<file path="src/rtl/pcs_transmit_ordered_set.sv">
// 1000BASE-X PCS transmit: turns GMII octets into 8b/10b code-groups, one per
// clock, inserting /I/, /S/, /T/, /R/ and /V/ ordered sets and keeping the
// even/odd slot alignment and running disparity.
module pcs_transmit_ordered_set #(
    parameter logic [9:0] IDLE_ODD_POS = 10'b1010010110
) (
    input  logic       clk,
    input  logic       reset,
    input  logic [7:0] txd,
    input  logic       tx_en,
    input  logic       tx_er,
    output logic [9:0] tx_code_group,
    output logic       tx_even,
    output logic       tx_disparity
);

    // Octet values of the special code-groups (K flag carried separately).
    localparam logic [7:0] K28_5 = 8'hBC;
    localparam logic [7:0] K23_7 = 8'hF7;
    localparam logic [7:0] K27_7 = 8'hFB;
    localparam logic [7:0] K29_7 = 8'hFD;
    localparam logic [7:0] K30_7 = 8'hFE;
    localparam logic [7:0] D16_2 = 8'h50;

    // Each state names the code-group class currently on the output.
    typedef enum logic [2:0] {
        IDLE_EVEN,
        IDLE_ODD,
        DATA,
        EOP_T,
        EOP_R1,
        EOP_R2
    } state_t;

    state_t     state_q, state_d;
    logic [9:0] code_q, code_d;
    logic       even_q;
    logic       rd_q, rd_d;
    logic       rd_lat_q, rd_lat_d;

    // 5b/6b sub-block, chosen from the RD entering it.
    function automatic logic [5:0] enc6(input logic [4:0] x, input logic rd);
        logic [5:0] b;
        b = 6'b000000;
        case (x)
            5'd0:  b = 6'b100111;  5'd1:  b = 6'b011101;
            5'd2:  b = 6'b101101;  5'd3:  b = 6'b110001;
            5'd4:  b = 6'b110101;  5'd5:  b = 6'b101001;
            5'd6:  b = 6'b011001;  5'd7:  b = 6'b111000;
            5'd8:  b = 6'b111001;  5'd9:  b = 6'b100101;
            5'd10: b = 6'b010101;  5'd11: b = 6'b110100;
            5'd12: b = 6'b001101;  5'd13: b = 6'b101100;
            5'd14: b = 6'b011100;  5'd15: b = 6'b010111;
            5'd16: b = 6'b011011;  5'd17: b = 6'b100011;
            5'd18: b = 6'b010011;  5'd19: b = 6'b110010;
            5'd20: b = 6'b001011;  5'd21: b = 6'b101010;
            5'd22: b = 6'b011010;  5'd23: b = 6'b111010;
            5'd24: b = 6'b110011;  5'd25: b = 6'b100110;
            5'd26: b = 6'b010110;  5'd27: b = 6'b110110;
            5'd28: b = 6'b001110;  5'd29: b = 6'b101110;
            5'd30: b = 6'b011110;  5'd31: b = 6'b101011;
            default: b = 6'b000000;
        endcase
        // RD+ form is the complement for unbalanced blocks; D.7 also alternates.
        if (rd && (($countones(b) != 3) || (x == 5'd7)))
            b = ~b;
        return b;
    endfunction

    // 3b/4b sub-block, chosen from the RD left by the 6b block.
    function automatic logic [3:0] enc4(input logic [2:0] y, input logic [4:0] x,
                                        input logic k, input logic rd);
        logic [3:0] b;
        logic       alt;
        alt = k || (rd ? ((x == 5'd11) || (x == 5'd13) || (x == 5'd14))
                       : ((x == 5'd17) || (x == 5'd18) || (x == 5'd20)));
        case (y)
            3'd0:    b = 4'b1011;
            3'd1:    b = 4'b1001;
            3'd2:    b = 4'b0101;
            3'd3:    b = 4'b1100;
            3'd4:    b = 4'b1101;
            3'd5:    b = k ? 4'b0101 : 4'b1010;
            3'd6:    b = 4'b0110;
            default: b = alt ? 4'b0111 : 4'b1110;
        endcase
        if (rd && (($countones(b) != 2) || (y == 3'd3) || (k && (y == 3'd5))))
            b = ~b;
        return b;
    endfunction

    // Disparity after a sub-block of 2*half bits.
    function automatic logic next_rd(input int ones, input int half, input logic rd);
        if (ones > half)
            return 1'b1;
        else if (ones < half)
            return 1'b0;
        return rd;
    endfunction

    // Full 8b/10b encode: returns {rd_out, abcdei, fghj}.
    function automatic logic [10:0] encode(input logic [7:0] oct, input logic k,
                                           input logic rd);
        logic [5:0] c6;
        logic [3:0] c4;
        logic       r6;
        logic       r4;
        if (k && (oct[4:0] == 5'd28))
            c6 = rd ? 6'b110000 : 6'b001111;
        else
            c6 = enc6(oct[4:0], rd);
        r6 = next_rd($countones(c6), 3, rd);
        c4 = enc4(oct[7:5], oct[4:0], k, r6);
        r4 = next_rd($countones(c4), 2, r6);
        return {r4, c6, c4};
    endfunction

    logic [7:0]  sym;
    logic        sym_k;
    logic        use_raw;
    logic        take_idle;
    logic        slot_even;
    logic [10:0] enc_out;

    // Ordered-set sequencing and code-group selection for the next slot.
    always_comb begin
        state_d   = state_q;
        rd_lat_d  = rd_lat_q;
        sym       = K28_5;
        sym_k     = 1'b1;
        use_raw   = 1'b0;
        take_idle = 1'b0;
        slot_even = ~even_q;
        enc_out   = 11'd0;

        case (state_q)
            IDLE_EVEN: begin
                // Second half of /I/: pick the form that leaves RD negative.
                if (rd_lat_q) begin
                    use_raw = 1'b1;
                end else begin
                    sym_k = 1'b0;
                    sym   = D16_2;
                end
                state_d = IDLE_ODD;
            end
            DATA: begin
                if (!tx_en) begin
                    sym     = K29_7;
                    state_d = EOP_T;
                end else if (tx_er) begin
                    sym = K30_7;
                end else begin
                    sym_k = 1'b0;
                    sym   = txd;
                end
            end
            EOP_T: begin
                sym     = K23_7;
                state_d = EOP_R1;
            end
            EOP_R1: begin
                // A first /R/ in an odd slot already restores alignment.
                if (slot_even) begin
                    take_idle = 1'b1;
                end else begin
                    sym     = K23_7;
                    state_d = EOP_R2;
                end
            end
            default: take_idle = 1'b1;
        endcase

        // Even idle slot: start of frame replaces the octet with /S/.
        if (take_idle) begin
            if (tx_en) begin
                sym     = K27_7;
                state_d = DATA;
            end else begin
                sym      = K28_5;
                rd_lat_d = rd_q;
                state_d  = IDLE_EVEN;
            end
        end

        if (use_raw) begin
            code_d = IDLE_ODD_POS;
            rd_d   = rd_q;
        end else begin
            enc_out = encode(sym, sym_k, rd_q);
            code_d  = enc_out[9:0];
            rd_d    = enc_out[10];
        end
    end

    // Output and state registers; even flag toggles every clock.
    always_ff @(posedge clk or negedge reset) begin
        if (!reset) begin
            state_q  <= IDLE_ODD;
            code_q   <= 10'd0;
            even_q   <= 1'b0;
            rd_q     <= 1'b0;
            rd_lat_q <= 1'b0;
        end else begin
            state_q  <= state_d;
            code_q   <= code_d;
            even_q   <= ~even_q;
            rd_q     <= rd_d;
            rd_lat_q <= rd_lat_d;
        end
    end

    assign tx_code_group = code_q;
    assign tx_even       = even_q;
    assign tx_disparity  = rd_q;

endmodule

</file>
<file path="config.mk">
export PLATFORM = sky130hd
export DESIGN_NAME = pcs_transmit_ordered_set
export DESIGN_NICKNAME = d
export VERILOG_FILES = /design/src/rtl/pcs_transmit_ordered_set.sv
export SDC_FILE = /design/constraint.sdc
export NUM_CORES = 1
export LEC_CHECK = 0
export ABC_AREA = 0
export CORE_MARGIN = 2
export CORE_UTILIZATION = 60
export CTS_CLUSTER_DIAMETER = 150
export CTS_CLUSTER_SIZE = 40
export DETAILED_ROUTE_END_ITERATION = 12
export PLACE_DENSITY = 0.93
export SLEW_MARGIN = 10
export SYNTH_ARGS = -nofsm -noshare
export SYNTH_HDL_FRONTEND = slang
export SYNTH_SLANG_ARGS = --single-unit
</file>
<file path="constraint.sdc">
create_clock -name clk -period 20.6 [get_ports clk]
set_clock_uncertainty 0.1 [all_clocks]
set_input_delay 4.12 -clock clk [delete_from_list [all_inputs] [get_ports clk]]
set_output_delay 4.12 -clock clk [all_outputs]
set_load 0.05 [all_outputs]
</file>
Word level (Yosys, flattened, before mapping) --
Memories as Yosys holds them, arrays and structs flattened. Cells that the tools add are included.
Cells by class: add/sub/neg operators 16, $lt $le $gt $ge 4, eq/ne operators 21, multiplexer cells 46, bitwise logic cells 4, reductions and logical operators 18
Operators by type and width (number):
- $mux W6 | 6
- $mux W8 | 4
- $pmux W8 S4 | 1
- $pmux W4 S7 | 1
- $add A1 B1 Y2 | 10
- $eq A5 B5 Y1 const B | 4
- $mux W4 | 5
- $mux W1 | 19
- $eq A5 B4 Y1 const B | 3
- $mux W7 | 2
- $add A2 B2 Y3 | 4
- $eq A3 B2 Y1 const B | 4
- $eq A3 B3 Y1 const B | 4
- $pmux W3 S4 | 1
- $mux W10 | 1
- $mux W3 | 3
- $add A3 B2 Y4 | 2
- $logic_or A1 B1 Y1 | 8
- $logic_not A3 Y1 | 2
- $ne A3 B3 Y1 const B | 2
- $not A6 Y6 | 1
- $eq A5 B3 Y1 const B | 1
- $reduce_bool A5 Y1 | 1
- $gt A4 B2 Y1 const B | 1
- 14 further kinds | 19
Storage, ports and cells: bits in registers 16, bits in read-only memories 192, input port bits 12, output and inout port bits 12, memories 1
Memories:
- (name not given) | depth 32, bits a word 6, read ports 1, clocked after memory_dff 0, write ports 0, RTL line 45 | case (x)

Longest topological paths before layout --
depth after elaboration 46, depth in mapped cells 39, depth with buffers taken out 38

Least setup slack after synthesis --
No wires, ideal clock.
path type input -> register, start point in tx_en, end point reg rd_q (netlist: tx_disparity), arrival time 12.691 ns, required time 20.416 ns, setup slack 7.725 ns, stages 35, cells stage by stage buf_2 > o21bai_1 > a221oi_1 > inv_1 > ha_1 > o311ai_0 > a221oi_2 > fa_1 > inv_1 > fa_1 > inv_1 > ha_1 > inv_1 > fa_1 > nand3b_1 > and2_1 > a41oi_4 > xor2_1 > o21ai_0 > fa_1 > fa_1 > ha_1 > inv_1 > fa_1 > o21ai_0 > nand3_1 > a211o_1 > a211oi_2 > xor2_1 > ha_1 > or3_1 > ha_1 > nor4b_1 > or3_1 > o21ai_0
Between the ends: cells in the longest elaborated chain, start to end 44, elaborated cells on any way between the ends 81, those cells by class add/sub (16); order compare (4); eq/ne (16); mux (29); bitwise (2); reduce/logical (13); memory (1)
RTL lines:
- start, declared | RTL line 10 | input logic tx_en,
- $mux W8 | RTL line 148 | if (!tx_en) begin
- $pmux W8 S4 | RTL line 136 | case (state_q)
- $mux W8 | RTL line 175 | if (take_idle) begin
- $mem_v2 Z32 W6
- $mux W6 | RTL line 108 | if (k && (oct[4:0] == 5'd28))
- $mux W6 | RTL line 186 | if (use_raw) begin
- $add A1 B1 Y2 (not written as such) | RTL line 65 | if (rd && (($countones(b) != 3) || (x == 5'd7)))
- $add A2 B2 Y3 (not written as such) | RTL line 65
- [... 28 more ...]
- $mux W4 | RTL line 186
- $add A1 B1 Y2 (not written as such) | RTL line 114 | r4 = next_rd($countones(c4), 2, r6);
- $add A2 B2 Y3 (not written as such) | RTL line 114
- $lt A3 B2 Y1 | RTL line 96 | else if (ones < half)
- $mux W1 | RTL line 96
- $mux W1 | RTL line 94 | if (ones > half)
- $mux W1 | RTL line 186
- $mux W1 * | RTL line 98 | return rd;
- end signal, assigned | RTL line 208 | rd_q <= rd_d;
- end, declared | RTL line 38 | logic rd_q, rd_d;
Every way passes the cells marked *; elsewhere a longest branch is shown, timed or not. The select of a mux whose other input is x is not followed. A chain may end at the register's enable or synchronous reset.

Worst setup path in the final report --
Ends and elaborated chain as after synthesis.

==> results.cfg <==
[worst_setup_path]
path_class = in2reg
cp_slowest_cell = a221oi_1
critPathMaxFanout = 14
worst_ep_arrival_time_ns = 14.13
cpMostUsedCell = fa_1
worstSetupStartpointType = input port
max_stage_delay_ns = 0.76
crit_path_end_kind = flop
r2r_setup_slack_ns = 10.44
required_ns = 20.71

[sta]
grt_setup_unrepaired = false
max_slew.worst_pin.slew_ns = 0.899
setup_viol = 0
finalMaxSlewViolations = 0
min_period_ns = 14.02
hold_viol_final = 0
whs_ns = 0.422
relSlewSlack_pct = 40.1
setup_tns_ns = 0
fin_crit_sh_pct = 68.0
fmax_mhz = 71.3

[cts]
cts.sinks = 16
cts_tree = built
cts_resized = 0
htreeDepth = 1
post_cts_buffers = 0
insertion_delay_ns = 0.30
clock-root-buffer = clkbuf_4
clk_pin_slew_worst_paths_ns = 0.10
cts_buffer_depth = 2
numCtsBuffers = 3
cts_hold_buf = 0

[detailed_routing]
drc = 0
vias = 1855
drtIter0Drc = 153
wl_per_cell_um = 15.6
drtAntennaViolNets = 0
viasPerCell = 6.18
drtPass1Iterations = 4
drt-total-wl_um = 4670

[final_layout]
syn_to_final_growth_pct = 12.8
drive_above_1_share_pct = 8.66
diodes = 0
fin_nets = 291

[global_route]
grt_pass1_wl_um = 7850
grt_usage_pct = 27.4
antenna_found_initial = 0
grt_max_degree = 17
grt_remaining_overflow = 0
first_global_vias = 1724

[flow_run]
drv_cap = 0

[floorplan]
die_w_um = 62.0
design.core.area_um2 = 3280
floorplan.rows = 21
die_y_um = 62.0
io_pins = 24
initial_core_util_pct = 61.4
die_area_um2 = 3840

[logic_synthesis]
yosys.cell_types.count = 63
ys_seq_area_share_pct = 19.9
syn_nets = 271
avgSynthCellArea_um2 = 8.58
netlist_instances = 235
ys_ff_latch = 16
synth-async-reset-ratio_pct = 100
netlist_area_um2 = 2020
synth_flop_cell = dfrtp_1
yosys_warnings = 0
synth_enable_flop_cells = 0

[placement]
dp_hpwl_um = 3700
portBuffers = 23
place.gp.congestion = 0.884

[hold_path]
hp-class = reg2reg

[run_status]
status = finished clean
cells by family after synthesis:
logic type	after synthesis	share of synthesized area, %
and+or+nand+nor	79	21.8
AOI/OAI and AO/OA	70	26.0
buffers and inverters	28	6.70
adders and majority gates	24	17.1
DFF	16	19.9
xor gates and xnor gates	10	4.34
muxes	8	4.16
synth_stat cells (2+ instances only):
cell type	count	share of area, %
o21ai_1	3	0.74
and2_1	4	1.2
nor2_1	18	3.3
nand2b_1	4	1.2
nor3_1	3	0.74
o21a_1	2	0.74
nand3b_1	3	1.1
a32oi_1	2	0.87
a31oi_1	2	0.62
mux2_2	3	1.7
inv_1	19	3.5
a21oi_1	16	4.0
nor3b_1	2	0.74
o21bai_1	2	0.74
nand2_1	22	4.1
buf_6	3	1.7
nor2_2	2	0.62
a221oi_1	3	1.3
mux2i_1	5	2.5
and3b_1	2	0.87
ha_1	18	11
xor2_1	5	2.2
fa_1	6	6.0
nand3_1	4	0.99
o21ai_0	13	3.2
o311ai_0	2	0.87
a221oi_2	2	1.5
or3_1	3	0.93
buf_2	5	1.2
o211ai_1	6	2.2
xnor2_1	5	2.2
dfrtp_1	15	19
path summary, 6_finish.rpt:
check / from / endpoint / cells past startpoint
max: tx_en / tx_disparity / 36
min: tx_even / tx_even / 1
max reg2reg: state_q[1] / tx_disparity / 36
min reg2reg: tx_even / tx_even / 1
max in group asynchronous: reset / tx_code_group[4] / 1
min in group asynchronous: reset / tx_code_group[1] / 1
through the flow:
stage	area (µm²)	util, %	setup WS [ns]	std cells
after floorplan	2020	-	7.72	235
after global placement	2250	68.5	6.57	296
after detailed placement	2250	68.5	6.22	296
after CTS	2270	69.3	6.51	300
after global routing	2270	69.3	5.64	300
final	2270	69.3	6.58	300
layer usage:
| layer | track usage (%) | vias up | wire [µm] |
|---|---|---|---|
| met5 | 0 | - | 0 |
| met4 | 10.0 | 0 | 75 |
| met3 | 3.11 | 9 | 360 |
| met2 | 46.7 | 88 | 2350 |
| met1 | 35.3 | 877 | 1890 |
| li1 | - | 881 | - |
cell type report:
type / instances / area, µm²
Tap cell: 46 / 57.6
Clock buffer: 4 / 26.3
Sequential cell: 16 / 402
Fill cell: 269 / 1010
Timing Repair Buffer: 24 / 238
Inverter: 19 / 71.3
Multi-Input combinational cell: 191 / 1480
registers in the layout, summed over array words and instances (netlist names):
name	flops
tx_disparity	1
rd_lat_q	1
state_q	3
tx_even	1
tx_code_group	10
cells in the final DEF, fill, tap and decap left out, types with 3 or more instances in the layout:
| master | Yosys | routed |
|---|---|---|
| a21oi_1 | 16 | 16 |
| a221oi_1 | 3 | 3 |
| and2_1 | 4 | 4 |
| clkbuf_4 | 0 | 3 |
| clkdlybuf4s50_1 | 0 | 23 |
| dfrtp_1 | 15 | 15 |
| fa_1 | 6 | 6 |
| ha_1 | 18 | 18 |
| inv_1 | 19 | 19 |
| mux2_2 | 3 | 3 |
| mux2i_1 | 5 | 5 |
| nand2_1 | 22 | 22 |
| nand2b_1 | 4 | 4 |
| nand3_1 | 4 | 4 |
| nand3b_1 | 3 | 3 |
| nor2_1 | 18 | 18 |
| nor3_1 | 3 | 3 |
| o211ai_1 | 6 | 6 |
| o21ai_0 | 13 | 13 |
| o21ai_1 | 3 | 3 |
| or3_1 | 3 | 3 |
| xnor2_1 | 5 | 5 |
| xor2_1 | 5 | 5 |
critical path: cells and delay by family:
kind | cells | cell delay [ns]
adder cells (fa/ha/maj) | 11 | 4.09
AO/OA/AOI/OAI | 9 | 2.96
AND/OR/NAND/NOR | 8 | 1.56
buffers and inverters | 6 | 1.08
multiplexers | 1 | 0.19
XOR/XNOR | 1 | 0.09
Power is left out: the tool's default activity adds up to more than one toggle a clock period on the data nets, which glitch-free logic cannot reach.
